--- src/rtl/uart_tx_fifo_pkg.sv ---
// rtl/uart_tx_fifo_pkg.sv - shared types, defaults and helpers for the UART transmit FIFO
package uart_tx_fifo_pkg;

    typedef enum logic [1:0] {
        IDLE      = 2'd0,
        START     = 2'd1,
        WAIT_BUSY = 2'd2,
        WAIT_DONE = 2'd3
    } tx_state_t;

    localparam int DEFAULT_DEPTH = 16;

    function automatic int clog2(input int value);
        int result;
        result = 0;
        while ((1 << result) < value) begin
            result++;
        end
        return result;
    endfunction

endpackage

--- src/rtl/uart_tx_fifo_if.sv ---
// rtl/uart_tx_fifo_if.sv - producer and uart8n1 handshake bundle (optional dropCnt: UART_TX_FIFO_STATS_EN)
interface uart_tx_fifo_if #(
    parameter int ADDR_W = 4
);
    logic            wrEn;
    logic [7:0]      wrData;
    logic            flush;
    logic            full;
    logic            empty;
    logic [ADDR_W:0] level;
    logic            ovf;
    logic            txStart;
    logic [7:0]      txData;
    logic            txBusy;
    logic            txDone;
`ifdef UART_TX_FIFO_STATS_EN
    logic [15:0]     dropCnt;

    modport master (
        output wrEn, wrData, flush, txBusy, txDone,
        input  full, empty, level, ovf, txStart, txData, dropCnt
    );

    modport slave (
        input  wrEn, wrData, flush, txBusy, txDone,
        output full, empty, level, ovf, txStart, txData, dropCnt
    );
`else
    modport master (
        output wrEn, wrData, flush, txBusy, txDone,
        input  full, empty, level, ovf, txStart, txData
    );

    modport slave (
        input  wrEn, wrData, flush, txBusy, txDone,
        output full, empty, level, ovf, txStart, txData
    );
`endif
endinterface

--- src/rtl/uart_tx_fifo_mem.sv ---
// rtl/uart_tx_fifo_mem.sv - DEPTH x 8 register array, one write port, one async read port
module uart_tx_fifo_mem #(
    parameter int DEPTH  = 16,
    parameter int ADDR_W = 4
) (
    input  logic              clk,
    input  logic              we,
    input  logic [ADDR_W-1:0] waddr,
    input  logic [7:0]        wdata,
    input  logic [ADDR_W-1:0] raddr,
    output logic [7:0]        rdata
);

    logic [7:0] mem [DEPTH];

    // Storage has no reset; occupancy tracking in the parent decides what is valid.
    always_ff @(posedge clk) begin
        if (we) begin
            mem[waddr] <= wdata;
        end
    end

    assign rdata = mem[raddr];

endmodule

--- src/rtl/uart_tx_fifo.sv ---
// rtl/uart_tx_fifo.sv - byte FIFO and start sequencer for uart8n1 (optional dropCnt: UART_TX_FIFO_STATS_EN)
module uart_tx_fifo
    import uart_tx_fifo_pkg::*;
#(
    parameter int DEPTH  = DEFAULT_DEPTH,
    parameter int ADDR_W = clog2(DEPTH)
) (
    input  logic          clk,
    input  logic          rstN,
    uart_tx_fifo_if.slave bus
);

    localparam logic [ADDR_W:0] LEVEL_FULL = (ADDR_W + 1)'(DEPTH);

    tx_state_t         state;
    tx_state_t         state_next;
    logic [ADDR_W-1:0] wr_ptr;
    logic [ADDR_W-1:0] rd_ptr;
    logic [ADDR_W:0]   level_q;
    logic [7:0]        tx_data_q;
    logic [7:0]        rd_data;
    logic              ovf_q;
    logic              tx_start;
    logic              full_w;
    logic              empty_w;
    logic              push;
    logic              pop;

    assign full_w  = (level_q == LEVEL_FULL);
    assign empty_w = (level_q == '0);

    // flush wins over both sides: the same-edge write is discarded and no byte
    // is pulled out of a queue that is being cleared.
    assign push = bus.wrEn && !full_w && !bus.flush;
    assign pop  = (state == IDLE) && !empty_w && !bus.txBusy && !bus.flush;

    uart_tx_fifo_mem #(
        .DEPTH  (DEPTH),
        .ADDR_W (ADDR_W)
    ) u_mem (
        .clk   (clk),
        .we    (push),
        .waddr (wr_ptr),
        .wdata (bus.wrData),
        .raddr (rd_ptr),
        .rdata (rd_data)
    );

    // Pointers and exact occupancy; pointers wrap naturally at DEPTH.
    always_ff @(posedge clk or negedge rstN) begin
        if (!rstN) begin
            wr_ptr  <= '0;
            rd_ptr  <= '0;
            level_q <= '0;
        end else if (bus.flush) begin
            rd_ptr  <= wr_ptr;
            level_q <= '0;
        end else begin
            if (push) begin
                wr_ptr <= wr_ptr + ADDR_W'(1);
            end
            if (pop) begin
                rd_ptr <= rd_ptr + ADDR_W'(1);
            end
            case ({push, pop})
                2'b10:   level_q <= level_q + (ADDR_W + 1)'(1);
                2'b01:   level_q <= level_q - (ADDR_W + 1)'(1);
                default: level_q <= level_q;
            endcase
        end
    end

    // Byte handed to the UART is captured on pop and held until the next pop.
    always_ff @(posedge clk or negedge rstN) begin
        if (!rstN) begin
            tx_data_q <= 8'h00;
        end else if (pop) begin
            tx_data_q <= rd_data;
        end
    end

    // Overflow pulse uses the pre-edge full flag, so a same-edge pop does not rescue the write.
    always_ff @(posedge clk or negedge rstN) begin
        if (!rstN) begin
            ovf_q <= 1'b0;
        end else begin
            ovf_q <= bus.wrEn && full_w;
        end
    end

    // Sequencer state register.
    always_ff @(posedge clk or negedge rstN) begin
        if (!rstN) begin
            state <= IDLE;
        end else begin
            state <= state_next;
        end
    end

    // Sequencer transitions; txDone in WAIT_BUSY covers a UART that finishes before busy is seen.
    always_comb begin
        state_next = state;
        case (state)
            IDLE: begin
                if (pop) begin
                    state_next = START;
                end
            end
            START: begin
                state_next = WAIT_BUSY;
            end
            WAIT_BUSY: begin
                if (bus.txDone) begin
                    state_next = IDLE;
                end else if (bus.txBusy) begin
                    state_next = WAIT_DONE;
                end
            end
            WAIT_DONE: begin
                if (bus.txDone) begin
                    state_next = IDLE;
                end
            end
            default: begin
                state_next = IDLE;
            end
        endcase
    end

    // Start pulse is decoded from the registered state, giving exactly one cycle high.
    always_comb begin
        tx_start = 1'b0;
        if (state == START) begin
            tx_start = 1'b1;
        end
    end

`ifdef UART_TX_FIFO_STATS_EN
    logic [15:0] drop_cnt;

    // Saturating count of dropped writes, cleared by flush.
    always_ff @(posedge clk or negedge rstN) begin
        if (!rstN) begin
            drop_cnt <= 16'h0000;
        end else if (bus.flush) begin
            drop_cnt <= 16'h0000;
        end else if (ovf_q && (drop_cnt != 16'hFFFF)) begin
            drop_cnt <= drop_cnt + 16'd1;
        end
    end

    assign bus.dropCnt = drop_cnt;
`endif

    assign bus.full    = full_w;
    assign bus.empty   = empty_w;
    assign bus.level   = level_q;
    assign bus.ovf     = ovf_q;
    assign bus.txStart = tx_start;
    assign bus.txData  = tx_data_q;

endmodule

--- src/flat_wrapper.sv ---
// flat-port wrapper written by rule: the top's interface ports become plain ports
module uart_tx_fifo_flat import uart_tx_fifo_pkg::*;
#(
    parameter int DEPTH  = DEFAULT_DEPTH,
    parameter int ADDR_W = clog2(DEPTH)
)
  (clk, rstN, bus_wrEn, bus_wrData, bus_flush, bus_txBusy, bus_txDone, bus_full, bus_empty, bus_level, bus_ovf, bus_txStart, bus_txData);
  uart_tx_fifo_if #(.ADDR_W(ADDR_W)) bus_i ();
  input  logic clk;
  input  logic rstN;
  input wire logic [$bits(bus_i.wrEn)-1:0] bus_wrEn;
  input wire logic [$bits(bus_i.wrData)-1:0] bus_wrData;
  input wire logic [$bits(bus_i.flush)-1:0] bus_flush;
  input wire logic [$bits(bus_i.txBusy)-1:0] bus_txBusy;
  input wire logic [$bits(bus_i.txDone)-1:0] bus_txDone;
  output wire logic [$bits(bus_i.full)-1:0] bus_full;
  output wire logic [$bits(bus_i.empty)-1:0] bus_empty;
  output wire logic [$bits(bus_i.level)-1:0] bus_level;
  output wire logic [$bits(bus_i.ovf)-1:0] bus_ovf;
  output wire logic [$bits(bus_i.txStart)-1:0] bus_txStart;
  output wire logic [$bits(bus_i.txData)-1:0] bus_txData;
  assign bus_i.wrEn = bus_wrEn;
  assign bus_i.wrData = bus_wrData;
  assign bus_i.flush = bus_flush;
  assign bus_i.txBusy = bus_txBusy;
  assign bus_i.txDone = bus_txDone;
  assign bus_full = bus_i.full;
  assign bus_empty = bus_i.empty;
  assign bus_level = bus_i.level;
  assign bus_ovf = bus_i.ovf;
  assign bus_txStart = bus_i.txStart;
  assign bus_txData = bus_i.txData;
  uart_tx_fifo #(.DEPTH(DEPTH), .ADDR_W(ADDR_W)) u_core (.clk(clk), .rstN(rstN), .bus(bus_i));
endmodule
--- config.mk ---
export PLATFORM = sky130hd
export DESIGN_NAME = uart_tx_fifo_flat
export DESIGN_NICKNAME = d
export VERILOG_FILES = /design/src/rtl/uart_tx_fifo_pkg.sv /design/src/rtl/uart_tx_fifo_if.sv /design/src/rtl/uart_tx_fifo_mem.sv /design/src/rtl/uart_tx_fifo.sv /design/src/flat_wrapper.sv
export SDC_FILE = /design/constraint.sdc
export NUM_CORES = 1
export LEC_CHECK = 0
export CAP_MARGIN = 30
export CORE_MARGIN = 3
export CORE_UTILIZATION = 35
export CTS_CLUSTER_DIAMETER = 100
export CTS_CLUSTER_SIZE = 20
export DETAILED_ROUTE_END_ITERATION = 6
export PLACE_DENSITY = 0.53
export SETUP_SLACK_MARGIN = 0.5
export SKIP_LAST_GASP = 1
export SYNTH_ARGS = -nofsm -noshare
export SYNTH_HDL_FRONTEND = slang
export SYNTH_HIERARCHICAL = 1
export SYNTH_SLANG_ARGS = --single-unit
--- constraint.sdc ---
create_clock -name clk -period 3.22 [get_ports clk]
set_clock_uncertainty 0.15 [all_clocks]
set_input_delay 0.644 -clock clk [delete_from_list [all_inputs] [get_ports clk]]
set_output_delay 0.644 -clock clk [all_outputs]
set_load 0.02 [all_outputs]
==> impl_metrics.xml, run 1 <==
<?xml version="1.0" encoding="UTF-8"?>
<metrics>
  <group name="layout">
    <metric name="final_cells" unit="">648</metric>
    <metric name="nets_final" unit="">431</metric>
    <metric name="fraction_of_final_layout_cells_sized_beyond_drive_strength_1" unit="%">27.90</metric>
    <metric name="areaGrowthSynthToFinish" unit="%">22.81</metric>
    <metric name="antenna_cells" unit="">0</metric>
  </group>
  <group name="clock_network">
    <metric name="clock_tree.htree_level_count" unit="">4</metric>
    <metric name="clock_tree_from_tritoncts" unit="">built</metric>
    <metric name="clk-insertion-delay-late" unit="ns">0.41</metric>
    <metric name="clock_path_buffers" unit="">2</metric>
    <metric name="clk_pin_slew" unit="ns">0.06</metric>
    <metric name="clk_root_buffer_cell" unit="">sky130_fd_sc_hd__clkbuf_16</metric>
    <metric name="cts_num_sinks" unit="">152</metric>
    <metric name="cts-buffers-inserted" unit="">17</metric>
  </group>
  <group name="sta">
    <metric name="maxClockFrequency" unit="GHz">0.3814</metric>
    <metric name="whs" unit="ns">0.3607</metric>
    <metric name="count_of_endpoints_failing_hold_in_the_final_timing_report" unit="">0</metric>
    <metric name="fin_worst_setup_slack" unit="ns">0.5981</metric>
    <metric name="min_period" unit="ns">2.622</metric>
    <metric name="relSlewSlack" unit="%">43.23</metric>
    <metric name="worst_slew_pin_slew" unit="ns">0.8484</metric>
    <metric name="slew_violations" unit="">0</metric>
    <metric name="timing.final.crit_share" unit="%">81.43</metric>
    <metric name="finalSetupViolations" unit="">0</metric>
    <metric name="timing.setup.tns" unit="ns">0</metric>
    <metric name="rsz0062_at_grt" unit="">false</metric>
  </group>
  <group name="yosys">
    <metric name="post-synth-top-count-cell" unit="">sky130_fd_sc_hd__edfxtp_1</metric>
    <metric name="mappedNetlistNets" unit="">358</metric>
    <metric name="yosys_warnings" unit="">6</metric>
    <metric name="synthesis.area_per_instance" unit="um2">18.71</metric>
    <metric name="post-synth-top-area-fraction" unit="%">60.77</metric>
    <metric name="synth_cells" unit="">338</metric>
    <metric name="ys.flop_type" unit="">sky130_fd_sc_hd__edfxtp_1</metric>
    <metric name="synth_top_cells_by_count" unit="">128 x sky130_fd_sc_hd__edfxtp_1, 24 x sky130_fd_sc_hd__dfrtp_1, 20 x sky130_fd_sc_hd__nor2_1</metric>
    <metric name="synth_cell_type_count" unit="">50</metric>
    <metric name="synthDominantAreaCellType" unit="">sky130_fd_sc_hd__edfxtp_1</metric>
    <metric name="syn-cell-area" unit="um2">6325</metric>
    <metric name="number_of_synthesized_flops_with_an_enable_pin" unit="">128</metric>
    <metric name="ys_top_cells_by_area" unit="">sky130_fd_sc_hd__edfxtp_1 61%, sky130_fd_sc_hd__dfrtp_1 9.5%, sky130_fd_sc_hd__mux4_2 6.4%, sky130_fd_sc_hd__mux4_1 5.8%, sky130_fd_sc_hd__a22oi_1 1.9%</metric>
    <metric name="synth-seq-area-share" unit="%">70.27</metric>
    <metric name="synth_seq_cells" unit="">152</metric>
    <metric name="ys_async_sr_fraction" unit="%">15.79</metric>
  </group>
  <group name="die">
    <metric name="rows" unit="">48</metric>
    <metric name="core_area" unit="um2">17480</metric>
    <metric name="total_i_o_pin_count" unit="">31</metric>
    <metric name="initial_core_util" unit="%">36.19</metric>
    <metric name="floorplan.die.height" unit="um">140.4</metric>
    <metric name="die_area" unit="um2">19720</metric>
    <metric name="chipWidth" unit="um">140.4</metric>
  </group>
  <group name="placed_design">
    <metric name="placed_cells_incl_taps" unit="">615</metric>
    <metric name="pre_cts_slack" unit="ns">0.1362</metric>
    <metric name="port_buffers" unit="">30</metric>
    <metric name="dp.final_hpwl" unit="mm">8.504</metric>
    <metric name="gpl.final_weighted_congestion" unit="">0.8092</metric>
  </group>
  <group name="critical_path">
    <metric name="timing.critical_path.slowest_cell_delay" unit="ns">0.59</metric>
    <metric name="timing.critical_path.cells" unit="">or4_4 &gt; o21ai_4 &gt; nand2b_4 &gt; a21oi_4 &gt; ha_4 &gt; nor2b_4 &gt; o221ai_1 &gt; o22ai_1 &gt; and4b_1</metric>
    <metric name="crit_type" unit="">flop to flop</metric>
    <metric name="path_max_fanout" unit="">5</metric>
    <metric name="critical_path_required" unit="ns">3.37</metric>
    <metric name="startpoint_types" unit="">flop</metric>
    <metric name="critical_path_arrival" unit="ns">2.77</metric>
    <metric name="crit_path_top_delay_cell" unit="">sky130_fd_sc_hd__or4_4</metric>
    <metric name="end_kind" unit="">flop</metric>
  </group>
  <group name="grt">
    <metric name="grt.met3_usage" unit="%">3.585</metric>
    <metric name="grt_pass1_vias" unit="">3467</metric>
    <metric name="grt_use_met2" unit="%">22.71</metric>
    <metric name="grt-ovfl-total" unit="">0</metric>
    <metric name="gr-usage-met1" unit="%">18.95</metric>
    <metric name="first_pass_grt_wire_length" unit="mm">20.60</metric>
    <metric name="grt_antenna_before_repair" unit="">0</metric>
    <metric name="grtUsageTotal" unit="%">14.21</metric>
    <metric name="grt_start_max_net_pins" unit="">36</metric>
    <metric name="grt_most_used_layer" unit="">met2</metric>
  </group>
  <group name="power">
    <metric name="cellPowerDensity" unit="nW/um2">848.0</metric>
    <metric name="worst_ir_drop_vdd" unit="uV">479.4</metric>
    <metric name="leakagePower" unit="nW">2.737</metric>
    <metric name="power" unit="mW">6.587</metric>
  </group>
  <group name="drt">
    <metric name="initialDrtViolationCount" unit="">249</metric>
    <metric name="drt_pass1_iterations" unit="">4</metric>
    <metric name="drt_drc_violations_left" unit="">0</metric>
    <metric name="wire_per_inst" unit="um">20.46</metric>
    <metric name="ant_nets" unit="">0</metric>
    <metric name="vias_per_cell" unit="">5.196</metric>
    <metric name="final_routed_wirelength_across_all_metal_layers" unit="mm">13.26</metric>
    <metric name="dr_total_vias" unit="">3367</metric>
  </group>
  <group name="status">
    <metric name="outcome" unit="">completed</metric>
  </group>
  <group name="job">
    <metric name="cap_viol_max_count" unit="">0</metric>
  </group>
  <group name="worst_hold_path">
    <metric name="timing.hold.worst.class" unit="">flop to flop</metric>
  </group>
</metrics>
[worst max-delay path, delay by kind of cell, from the launching register on]
family | cells | cell delay [ns]
simple gates | 4 | 1.14
flops | 1 | 0.44
fa+ha+maj | 1 | 0.30
compound gates | 4 | 0.49
[kinds of logic after synthesis]
family	Yosys count	share of synthesized area (%)
compound gates	37	4.293
mux	46	15.09
flops	152	70.27
fa+ha+maj	6	1.306
simple gates	73	6.093
xor+xnor	6	0.8310
buf+inv	18	2.117
[layout by cell type (no fill, tap or decap), types with 3 or more instances in the layout]
| cell | n |
|---|---|
| sky130_fd_sc_hd__clkbuf_1 | 3 |
| sky130_fd_sc_hd__bufinv_16 | 4 |
| sky130_fd_sc_hd__nand3_1 | 6 |
| sky130_fd_sc_hd__a22oi_1 | 16 |
| sky130_fd_sc_hd__clkinvlp_4 | 3 |
| sky130_fd_sc_hd__mux2_2 | 5 |
| sky130_fd_sc_hd__xnor2_1 | 3 |
| sky130_fd_sc_hd__xor2_1 | 3 |
| sky130_fd_sc_hd__dfrtp_1 | 21 |
| sky130_fd_sc_hd__nand2b_1 | 4 |
| sky130_fd_sc_hd__nand2_1 | 16 |
| sky130_fd_sc_hd__a21o_1 | 3 |
| sky130_fd_sc_hd__nor2b_1 | 3 |
| sky130_fd_sc_hd__clkbuf_16 | 17 |
| sky130_fd_sc_hd__edfxtp_1 | 128 |
| sky130_fd_sc_hd__dfrtp_2 | 3 |
| sky130_fd_sc_hd__mux4_1 | 14 |
| sky130_fd_sc_hd__inv_1 | 5 |
| sky130_fd_sc_hd__nor3_1 | 4 |
| sky130_fd_sc_hd__buf_4 | 36 |
| sky130_fd_sc_hd__nor2_1 | 20 |
| sky130_fd_sc_hd__clkdlybuf4s50_1 | 28 |
| sky130_fd_sc_hd__o21ai_0 | 5 |
| sky130_fd_sc_hd__mux4_2 | 18 |
| sky130_fd_sc_hd__nand3b_1 | 3 |
| sky130_fd_sc_hd__mux2_4 | 7 |
| sky130_fd_sc_hd__ha_1 | 3 |
[registers in the layout (all words and copies together) (netlist names)]
| register | count |
|---|---|
| u_core/rd_ptr | 4 |
| u_core/bus.level | 5 |
| u_core/state | 2 |
| u_core/wr_ptr | 4 |
| u_core/u_mem/mem | 128 |
| u_core/bus.ovf | 1 |
| u_core/bus.txData | 8 |
[through the flow]
step / area [um2] / util, %
after detailed placement: 7143 / 40.87
after global routing: 7767 / 44.44
final: 7767 / 44.44
after CTS: 7754 / 44.37
after global placement: 7143 / 40.87
after floorplan: 6400 / -
[cell type report]
class / instances / area, um2
Fill cell: 1528 / 9709
Sequential cell: 152 / 4448
Multi-Input combinational cell: 168 / 1824
Timing Repair Buffer: 67 / 584.3
Clock buffer: 20 / 436.7
Tap cell: 225 / 281.5
Clock inverter: 11 / 173.9
Inverter: 5 / 18.77
[routing by layer]
layer / wire, um / vias to the layer above
met5: 0 / -
met4: 213 / 0
met3: 665 / 13
met2: 6642 / 70
met1: 5735 / 1765
li1: - / 1519
[report_power, final]
group / internal (mW) / leakage [nW] / switching [mW]
Combinational: 0.986 / 0.997 / 1.02
Sequential: 2.36 / 1.45 / 0.186
Clock: 1.30 / 0.287 / 0.738
[timing repair]
action	in CTS	in global routing
endpoints found under the setup margin	2	2
gates resized for setup	3	3
setup buffers	0	2
hold buffers	0	0
pin swaps	0	1
[final timing paths]
kind	start	endpoint	slack, ns	depth (start not counted)
max	u_core/bus.level[1]	u_core/bus.level[4]	0.60	9
max in group asynchronous	rstN	u_core/rd_ptr[0]	2.15	2
max reg2reg	u_core/bus.level[1]	u_core/bus.level[4]	0.60	9
min	u_core/bus.txData[3]	u_core/bus.txData[3]	0.36	1
min in group asynchronous	rstN	u_core/bus.txData[0]	0.47	2
min reg2reg	u_core/bus.txData[3]	u_core/bus.txData[3]	0.36	1
Note: power is estimated with default switching activity, not from simulation.
==> run 2, diff against run 1 <==
--- a/config.mk
+++ b/config.mk
@@ -11,7 +11,7 @@
 export CTS_CLUSTER_DIAMETER = 100
 export CTS_CLUSTER_SIZE = 20
 export DETAILED_ROUTE_END_ITERATION = 6
-export PLACE_DENSITY = 0.53
+export PLACE_DENSITY = 0.55
 export SETUP_SLACK_MARGIN = 0.5
 export SKIP_LAST_GASP = 1
 export SYNTH_ARGS = -nofsm -noshare
==> constraint.sdc (replaced) <==
create_clock -name clk -period 2.15 [get_ports clk]
set_clock_uncertainty 0.15 [all_clocks]
set_input_delay 0.43 -clock clk [delete_from_list [all_inputs] [get_ports clk]]
set_output_delay 0.43 -clock clk [all_outputs]
set_load 0.02 [all_outputs]
==> run 2 against run 1 <==
Effect of this change: the run now ends with setup timing left; first-iteration DRC count is 9.2% higher; worst setup slack worse by 1.0 ns; die area stayed put; wire length is 7.5% higher; largest cell class unchanged; sequential power is 49% higher; clock power is 57% higher; combinational power is 130% higher; largest power group is now combinational logic; flip-flop and latch count stayed put; via count is 6.2% higher; critical path type unchanged; cell area is 14% higher; total power is 77% higher; utilization is 6.4 points higher.
==> impl_metrics.xml, run 2 (synthesis results as in run 1) <==
<?xml version="1.0" encoding="UTF-8"?>
<metrics>
  <group name="die">
    <metric name="initial_core_util" unit="%">36.19</metric>
    <metric name="floorplan.die.height" unit="um">140.4</metric>
    <metric name="die_area" unit="um2">19720</metric>
    <metric name="total_i_o_pin_count" unit="">31</metric>
    <metric name="chipWidth" unit="um">140.4</metric>
    <metric name="rows" unit="">48</metric>
    <metric name="core_area" unit="um2">17480</metric>
  </group>
  <group name="layout">
    <metric name="antenna_cells" unit="">0</metric>
    <metric name="final_common_cell" unit="">sky130_fd_sc_hd__edfxtp_1</metric>
    <metric name="registers.top_by_ff_count" unit="">u_core/u_mem/mem</metric>
    <metric name="areaGrowthSynthToFinish" unit="%">40.45</metric>
    <metric name="fraction_of_final_layout_cells_sized_beyond_drive_strength_1" unit="%">50.62</metric>
    <metric name="largest_register_ffs" unit="">128</metric>
    <metric name="nets_final" unit="">489</metric>
    <metric name="layout.cells.most_common_list" unit="">128 x sky130_fd_sc_hd__edfxtp_1, 47 x sky130_fd_sc_hd__buf_4, 29 x sky130_fd_sc_hd__mux4_2, 28 x sky130_fd_sc_hd__buf_6, 23 x sky130_fd_sc_hd__buf_12</metric>
    <metric name="layout.cell_area.non_filler" unit="um2">8884</metric>
  </group>
  <group name="sta">
    <metric name="min_period" unit="ns">2.554</metric>
    <metric name="fin_worst_setup_slack" unit="ns">-0.4039</metric>
    <metric name="relSlewSlack" unit="%">61.58</metric>
    <metric name="slew_violations" unit="">0</metric>
    <metric name="rsz0062_at_grt" unit="">true</metric>
    <metric name="worst_slew_pin_slew" unit="ns">0.5745</metric>
    <metric name="timing.final.crit_share" unit="%">118.8</metric>
    <metric name="count_of_endpoints_failing_hold_in_the_final_timing_report" unit="">0</metric>
    <metric name="maxClockFrequency" unit="GHz">0.3916</metric>
    <metric name="finalSetupViolations" unit="">64</metric>
    <metric name="whs" unit="ns">0.2382</metric>
  </group>
  <group name="power">
    <metric name="worst_ir_drop_vdd" unit="uV">662.4</metric>
    <metric name="leakagePower" unit="nW">3.189</metric>
    <metric name="cellPowerDensity" unit="nW/um2">1314</metric>
  </group>
  <group name="placed_design">
    <metric name="placedInstanceArea" unit="um2">7704</metric>
    <metric name="port_buffers" unit="">30</metric>
    <metric name="dp.final_hpwl" unit="mm">9.113</metric>
    <metric name="pre_cts_slack" unit="ns">-0.6671</metric>
    <metric name="gpl.final_weighted_congestion" unit="">0.7602</metric>
  </group>
  <group name="worst_hold_path">
    <metric name="timing.hold.worst.class" unit="">primary input to async pin</metric>
  </group>
  <group name="clock_network">
    <metric name="clk-insertion-delay-late" unit="ns">0.42</metric>
    <metric name="clock_path_buffers" unit="">2</metric>
    <metric name="clk_root_buffer_cell" unit="">sky130_fd_sc_hd__clkbuf_16</metric>
    <metric name="clock_tree.htree_level_count" unit="">4</metric>
    <metric name="cts_num_sinks" unit="">152</metric>
    <metric name="clk_pin_slew" unit="ns">0.06</metric>
    <metric name="cts_hold_buffers" unit="">0</metric>
    <metric name="cts-buffers-inserted" unit="">17</metric>
    <metric name="clock_tree_from_tritoncts" unit="">built</metric>
  </group>
  <group name="drt">
    <metric name="dr_total_vias" unit="">3575</metric>
    <metric name="drt_pass1_iterations" unit="">4</metric>
    <metric name="final_routed_wirelength_across_all_metal_layers" unit="mm">14.25</metric>
    <metric name="drt_drc_violations_left" unit="">0</metric>
    <metric name="wire_per_inst" unit="um">20.15</metric>
    <metric name="ant_nets" unit="">0</metric>
    <metric name="initialDrtViolationCount" unit="">272</metric>
    <metric name="vias_per_cell" unit="">5.057</metric>
  </group>
  <group name="critical_path">
    <metric name="crit_type" unit="">flop to flop</metric>
    <metric name="critical_path_required" unit="ns">2.30</metric>
    <metric name="timing.critical_path.slowest_cell_delay" unit="ns">0.58</metric>
    <metric name="end_kind" unit="">flop</metric>
    <metric name="crit_path_top_delay_cell" unit="">sky130_fd_sc_hd__or4_4</metric>
    <metric name="worst_path_dominant_cell_family" unit="">simple AND/OR/NAND/NOR gates</metric>
    <metric name="path_max_fanout" unit="">3</metric>
    <metric name="timing.critical_path.cells" unit="">or4_4 &gt; o21ai_4 &gt; nand2b_4 &gt; a21oi_4 &gt; ha_4 &gt; buf_4 &gt; a21oi_4 &gt; a21o_1 &gt; a21oi_2 &gt; mux2_4</metric>
    <metric name="startpoint_types" unit="">flop</metric>
    <metric name="worst-path-buf-inv" unit="">1</metric>
    <metric name="timing.critical_path.mode_cell" unit="">sky130_fd_sc_hd__a21oi_4</metric>
    <metric name="critical_path_arrival" unit="ns">2.70</metric>
  </group>
  <group name="job">
    <metric name="cap_viol_max_count" unit="">0</metric>
  </group>
  <group name="grt">
    <metric name="grtUsageTotal" unit="%">15.23</metric>
    <metric name="grt_pass1_vias" unit="">3798</metric>
    <metric name="grt-ovfl-total" unit="">0</metric>
    <metric name="grt_antenna_before_repair" unit="">0</metric>
    <metric name="grt_start_max_net_pins" unit="">36</metric>
    <metric name="first_pass_grt_wire_length" unit="mm">22.55</metric>
  </group>
  <group name="status">
    <metric name="violations" unit="">setup timing</metric>
    <metric name="outcome" unit="">finished with violations</metric>
  </group>
</metrics>
-- run 2: final cells by class --
| class | count | area [um2] |
|---|---|---|
| flip-flops and latches | 152 | 4453 |
| fillers | 1423 | 8593 |
| well taps | 225 | 281.5 |
| clock inverters | 14 | 202.7 |
| inverters | 5 | 18.77 |
| repair buffers | 125 | 1428 |
| multi-input cells | 168 | 2071 |
| clock buffers | 18 | 429.2 |
-- run 2: path summary, 6_finish.rpt --
path | from | to | slack (ns) | depth (start not counted)
min reg2reg | u_core/bus.txData[2] | u_core/bus.txData[2] | 0.36 | 1
min | rstN | u_core/wr_ptr[2] | 0.24 | 2
min in group clk | u_core/bus.txData[2] | u_core/bus.txData[2] | 0.36 | 1
max in group asynchronous | rstN | u_core/state[0] | 1.34 | 2
max reg2reg | u_core/bus.level[3] | u_core/bus.level[3] | -0.40 | 10
max | u_core/bus.level[3] | u_core/bus.level[3] | -0.40 | 10
-- run 2: metrics by stage --
stage                     total power, mW  setup TNS [ns]  instances  util (%)
final                               11.67          -8.633        707     50.83
after global routing                12.25          -14.47        707     50.83
after CTS                           11.61          -7.075        696     50.06
after detailed placement            7.567          -49.91        639     44.08
after global placement              7.510          -49.49        639     44.08
after floorplan                     6.082          -5.745        338         -
-- run 2: worst register-to-register path, delay by kind of cell (launching register included) --
family / cells / cell delay [ns]
AO/OA/AOI/OAI: 5 / 0.54
buffers and inverters: 1 / 0.14
flip-flops: 1 / 0.41
AND/OR/NAND/NOR: 2 / 0.75
adder cells (fa/ha/maj): 1 / 0.22
multiplexers: 1 / 0.25
-- run 2: report_power, final --
part           leakage (nW)  internal (mW)  switching, mW
Clock                 0.311           2.05           1.14
Sequential             1.45           3.54          0.277
Combinational          1.43           2.51           2.15
-- run 2: repair_timing --
| action | 4_1_cts | 5_1_grt |
|---|---|---|
| resized for setup | 135 | 21 |
| pin swaps | 25 | 16 |
| setup buffers | 21 | 11 |
| setup endpoints to repair | 167 | 160 |
| cloned | 4 | 0 |
-- run 2: metal layers --
layer,share of wire [%],global-route usage (%),wire (um)
met3,3.9,3.619,555
met2,50,24.40,7093
met4,0.67,3.876,96
met1,46,21.11,6502
met5,0,0,0
==> run 3, diff against run 2 <==
--- a/config.mk
+++ b/config.mk
@@ -6,12 +6,13 @@
 export NUM_CORES = 1
 export LEC_CHECK = 0
 export CAP_MARGIN = 30
+export CORE_ASPECT_RATIO = 0.6
 export CORE_MARGIN = 3
 export CORE_UTILIZATION = 35
 export CTS_CLUSTER_DIAMETER = 100
 export CTS_CLUSTER_SIZE = 20
 export DETAILED_ROUTE_END_ITERATION = 6
-export PLACE_DENSITY = 0.55
+export PLACE_DENSITY = 0.5
 export SETUP_SLACK_MARGIN = 0.5
 export SKIP_LAST_GASP = 1
 export SYNTH_ARGS = -nofsm -noshare
==> run 3 against run 2 <==
Effect of this change: the flow still finishes with violations (setup timing); cell count is 1.8% higher; non-clock buffer count is 6 higher; worst hold slack worse by 0.00098 ns; clock power is 5% lower; critical path type unchanged; critical endpoint unchanged; largest power group unchanged.
==> impl_metrics.xml, run 3 (synthesis results as in run 1) <==
<?xml version="1.0" encoding="UTF-8"?>
<metrics>
  <group name="layout">
    <metric name="areaGrowthSynthToFinish" unit="%">39.19</metric>
    <metric name="registers.top_by_ff_count" unit="">u_core/u_mem/mem</metric>
    <metric name="final_common_cell" unit="">sky130_fd_sc_hd__edfxtp_1</metric>
    <metric name="largest_register_ffs" unit="">128</metric>
    <metric name="nets_final" unit="">495</metric>
    <metric name="layout.cells.most_common_list" unit="">128 x sky130_fd_sc_hd__edfxtp_1, 50 x sky130_fd_sc_hd__buf_4, 45 x sky130_fd_sc_hd__buf_6, 21 x sky130_fd_sc_hd__mux4_2, 18 x sky130_fd_sc_hd__dfrtp_1</metric>
    <metric name="final_cells" unit="">720</metric>
    <metric name="fillers" unit="">1480</metric>
    <metric name="multi_input_comb_area" unit="um2">2107</metric>
    <metric name="antenna_cells" unit="">0</metric>
    <metric name="layout.cell_area.non_filler" unit="um2">8803</metric>
    <metric name="fraction_of_final_layout_cells_sized_beyond_drive_strength_1" unit="%">48.97</metric>
    <metric name="register_area" unit="um2">4452</metric>
  </group>
  <group name="critical_path">
    <metric name="critical_path_required" unit="ns">2.30</metric>
    <metric name="crit_path_top_delay_cell" unit="">sky130_fd_sc_hd__or4_4</metric>
    <metric name="path_max_fanout" unit="">4</metric>
    <metric name="critical_path_arrival" unit="ns">2.75</metric>
    <metric name="r2r-start" unit="">u_core/bus.level[1]</metric>
    <metric name="reg2reg_slack" unit="ns">-0.46</metric>
    <metric name="end_kind" unit="">flop</metric>
    <metric name="timing.critical_path.mode_cell" unit="">sky130_fd_sc_hd__a21oi_4</metric>
    <metric name="worstSetupStartpoint" unit="">u_core/bus.level[1]</metric>
    <metric name="timing.critical_path.cells" unit="">or4_4 &gt; o21ai_4 &gt; nand2b_4 &gt; a21oi_4 &gt; ha_4 &gt; buf_4 &gt; a21oi_4 &gt; a21o_1 &gt; a21oi_2 &gt; mux2_4</metric>
    <metric name="timing.critical_path.slowest_cell_delay" unit="ns">0.56</metric>
    <metric name="worstReg2RegEnd" unit="">u_core/bus.level[3]</metric>
    <metric name="startpoint_types" unit="">flop</metric>
    <metric name="crit_type" unit="">flop to flop</metric>
    <metric name="reg2reg_depth" unit="">10</metric>
  </group>
  <group name="sta">
    <metric name="worst_slew_pin_slew" unit="ns">0.6458</metric>
    <metric name="fin_worst_setup_slack" unit="ns">-0.4561</metric>
    <metric name="slew_violations" unit="">0</metric>
    <metric name="rsz0062_at_grt" unit="">true</metric>
    <metric name="timing.final.crit_share" unit="%">121.2</metric>
    <metric name="maxClockFrequency" unit="GHz">0.3837</metric>
    <metric name="finalSetupViolations" unit="">136</metric>
    <metric name="whs" unit="ns">0.2372</metric>
    <metric name="timing.setup.tns" unit="ns">-43.83</metric>
    <metric name="min_period" unit="ns">2.606</metric>
    <metric name="count_of_endpoints_failing_hold_in_the_final_timing_report" unit="">0</metric>
    <metric name="relSlewSlack" unit="%">56.81</metric>
  </group>
  <group name="worst_hold_path">
    <metric name="timing.hold.worst.class" unit="">primary input to async pin</metric>
  </group>
  <group name="die">
    <metric name="floorplan.die.height" unit="um">110.1</metric>
    <metric name="chipWidth" unit="um">179.5</metric>
    <metric name="total_i_o_pin_count" unit="">31</metric>
    <metric name="core_area" unit="um2">17410</metric>
    <metric name="rows" unit="">37</metric>
    <metric name="die_area" unit="um2">19770</metric>
    <metric name="initial_core_util" unit="%">36.34</metric>
  </group>
  <group name="job">
    <metric name="cap_viol_max_count" unit="">0</metric>
  </group>
  <group name="power">
    <metric name="power_frac_comb" unit="%">39.6</metric>
    <metric name="worst_ir_drop_vdd" unit="uV">619.4</metric>
    <metric name="swShare" unit="%">31.08</metric>
    <metric name="power.internal" unit="mW">7.767</metric>
    <metric name="leakagePower" unit="nW">3.190</metric>
    <metric name="p_sw" unit="mW">3.503</metric>
    <metric name="power_frac_clock" unit="%">26.9</metric>
    <metric name="cellPowerDensity" unit="nW/um2">1280</metric>
    <metric name="seq_power_share" unit="%">33.5</metric>
  </group>
  <group name="placed_design">
    <metric name="placedInstanceArea" unit="um2">7710</metric>
    <metric name="gpl.final_weighted_congestion" unit="">0.7835</metric>
    <metric name="placed_cells_incl_taps" unit="">659</metric>
    <metric name="port_buffers" unit="">30</metric>
    <metric name="dp.final_hpwl" unit="mm">10.07</metric>
    <metric name="pre_cts_slack" unit="ns">-0.7298</metric>
  </group>
  <group name="grt">
    <metric name="grtUsageTotal" unit="%">15.92</metric>
    <metric name="grt_pass1_vias" unit="">3699</metric>
    <metric name="grt-ovfl-total" unit="">0</metric>
    <metric name="grt_start_max_net_pins" unit="">25</metric>
    <metric name="grt_antenna_before_repair" unit="">0</metric>
    <metric name="first_pass_grt_wire_length" unit="mm">22.97</metric>
  </group>
  <group name="clock_network">
    <metric name="cts_num_sinks" unit="">152</metric>
    <metric name="cts_hold_buffers" unit="">0</metric>
    <metric name="clock_tree_from_tritoncts" unit="">built</metric>
    <metric name="cts-buffers-inserted" unit="">17</metric>
    <metric name="clk-insertion-delay-late" unit="ns">0.42</metric>
    <metric name="clk_pin_slew" unit="ns">0.06</metric>
    <metric name="clk_root_buffer_cell" unit="">sky130_fd_sc_hd__clkbuf_16</metric>
    <metric name="clock_tree.htree_level_count" unit="">4</metric>
    <metric name="clock_path_buffers" unit="">2</metric>
  </group>
  <group name="drt">
    <metric name="dr_total_vias" unit="">3595</metric>
    <metric name="vias_per_cell" unit="">4.993</metric>
    <metric name="drt_pass1_iterations" unit="">4</metric>
    <metric name="initialDrtViolationCount" unit="">254</metric>
    <metric name="ant_nets" unit="">0</metric>
    <metric name="final_routed_wirelength_across_all_metal_layers" unit="mm">14.76</metric>
    <metric name="drt_drc_violations_left" unit="">0</metric>
    <metric name="wire_per_inst" unit="um">20.50</metric>
  </group>
  <group name="status">
    <metric name="violations" unit="">setup timing</metric>
    <metric name="outcome" unit="">finished with violations</metric>
  </group>
</metrics>
[run 3: cell types whose count changed in the layout (fill, tap and decap cells not counted), moves of 2 or more]
cell                       delta
sky130_fd_sc_hd__buf_6       +17
sky130_fd_sc_hd__buf_12       -9
sky130_fd_sc_hd__mux4_1       +8
sky130_fd_sc_hd__mux4_2       -8
sky130_fd_sc_hd__buf_16       -4
sky130_fd_sc_hd__buf_4        +3
sky130_fd_sc_hd__clkbuf_1     +3
sky130_fd_sc_hd__a22oi_1      +2
sky130_fd_sc_hd__a22oi_2      -2
sky130_fd_sc_hd__clkinv_1     -2
sky130_fd_sc_hd__mux2_2       +2
sky130_fd_sc_hd__mux2_4       -2
sky130_fd_sc_hd__nand3_1      -2
[run 3: worst max-delay path, delay by kind of cell, from the launching register on]
family,cells,cell delay [ns]
adder cells (fa/ha/maj),1,0.23
flip-flops,1,0.44
AO/OA/AOI/OAI,5,0.56
buffers and inverters,1,0.14
multiplexers,1,0.26
AND/OR/NAND/NOR,2,0.73
[run 3: through the flow]
stage,power [mW],utilization [%]
after floorplan,6.082,-
after global placement,7.608,44.29
after detailed placement,7.618,44.29
after CTS,11.10,49.91
after global routing,11.84,50.58
final,11.27,50.58
[run 3: how the worst max path moves through the flow]
stage	endpoint	slack [ns]	cells after the start
after floorplan	u_core/bus.level[4]	-0.63	10
after global placement	u_core/bus.level[4]	-0.64	10
after detailed placement	u_core/bus.level[4]	-0.73	11
after CTS	u_core/bus.level[4]	-0.40	9
after global routing	u_core/bus.level[3]	-0.54	11
final	u_core/bus.level[3]	-0.46	10
[run 3: metal layers]
metal / vias to the layer above / global-route usage (%) / wire (um) / share of wire [%]
met4: 0 / 3.806 / 77 / 0.52
met3: 10 / 4.033 / 623 / 4.2
met5: - / 0 / 0 / 0
met2: 73 / 21.56 / 6047 / 41
met1: 1867 / 25.35 / 8015 / 54
li1: 1645 / - / - / -
[run 3: power by group through the flow]
| stage | Sequential [mW] | Clock [mW] | Combinational [mW] |
|---|---|---|---|
| global route | 3.82 | 3.25 | 4.78 |
| CTS | 3.78 | 3.10 | 4.23 |
| global placement | 3.83 | 0 | 3.78 |
| detailed placement | 3.84 | 0 | 3.78 |
| finish | 3.78 | 3.03 | 4.46 |
| floorplan | 3.98 | 0 | 2.10 |
[run 3: layout make-up]
cell class / count / share of cell area (%)
Clock buffer: 21 / 5.003
Inverter: 5 / 0.2132
Tap cell: 234 / 3.326
Multi-Input combinational cell: 168 / 23.93
Clock inverter: 9 / 1.706
Sequential cell: 152 / 50.57
Timing Repair Buffer: 131 / 15.25
[run 3: timing repair]
item | 4_1_cts | 5_1_grt
gates resized for setup | 123 | 36
endpoints found under the hold margin | 0 | 0
pin swaps | 19 | 13
endpoints found under the setup margin | 167 | 165
buffers inserted | 24 | 7
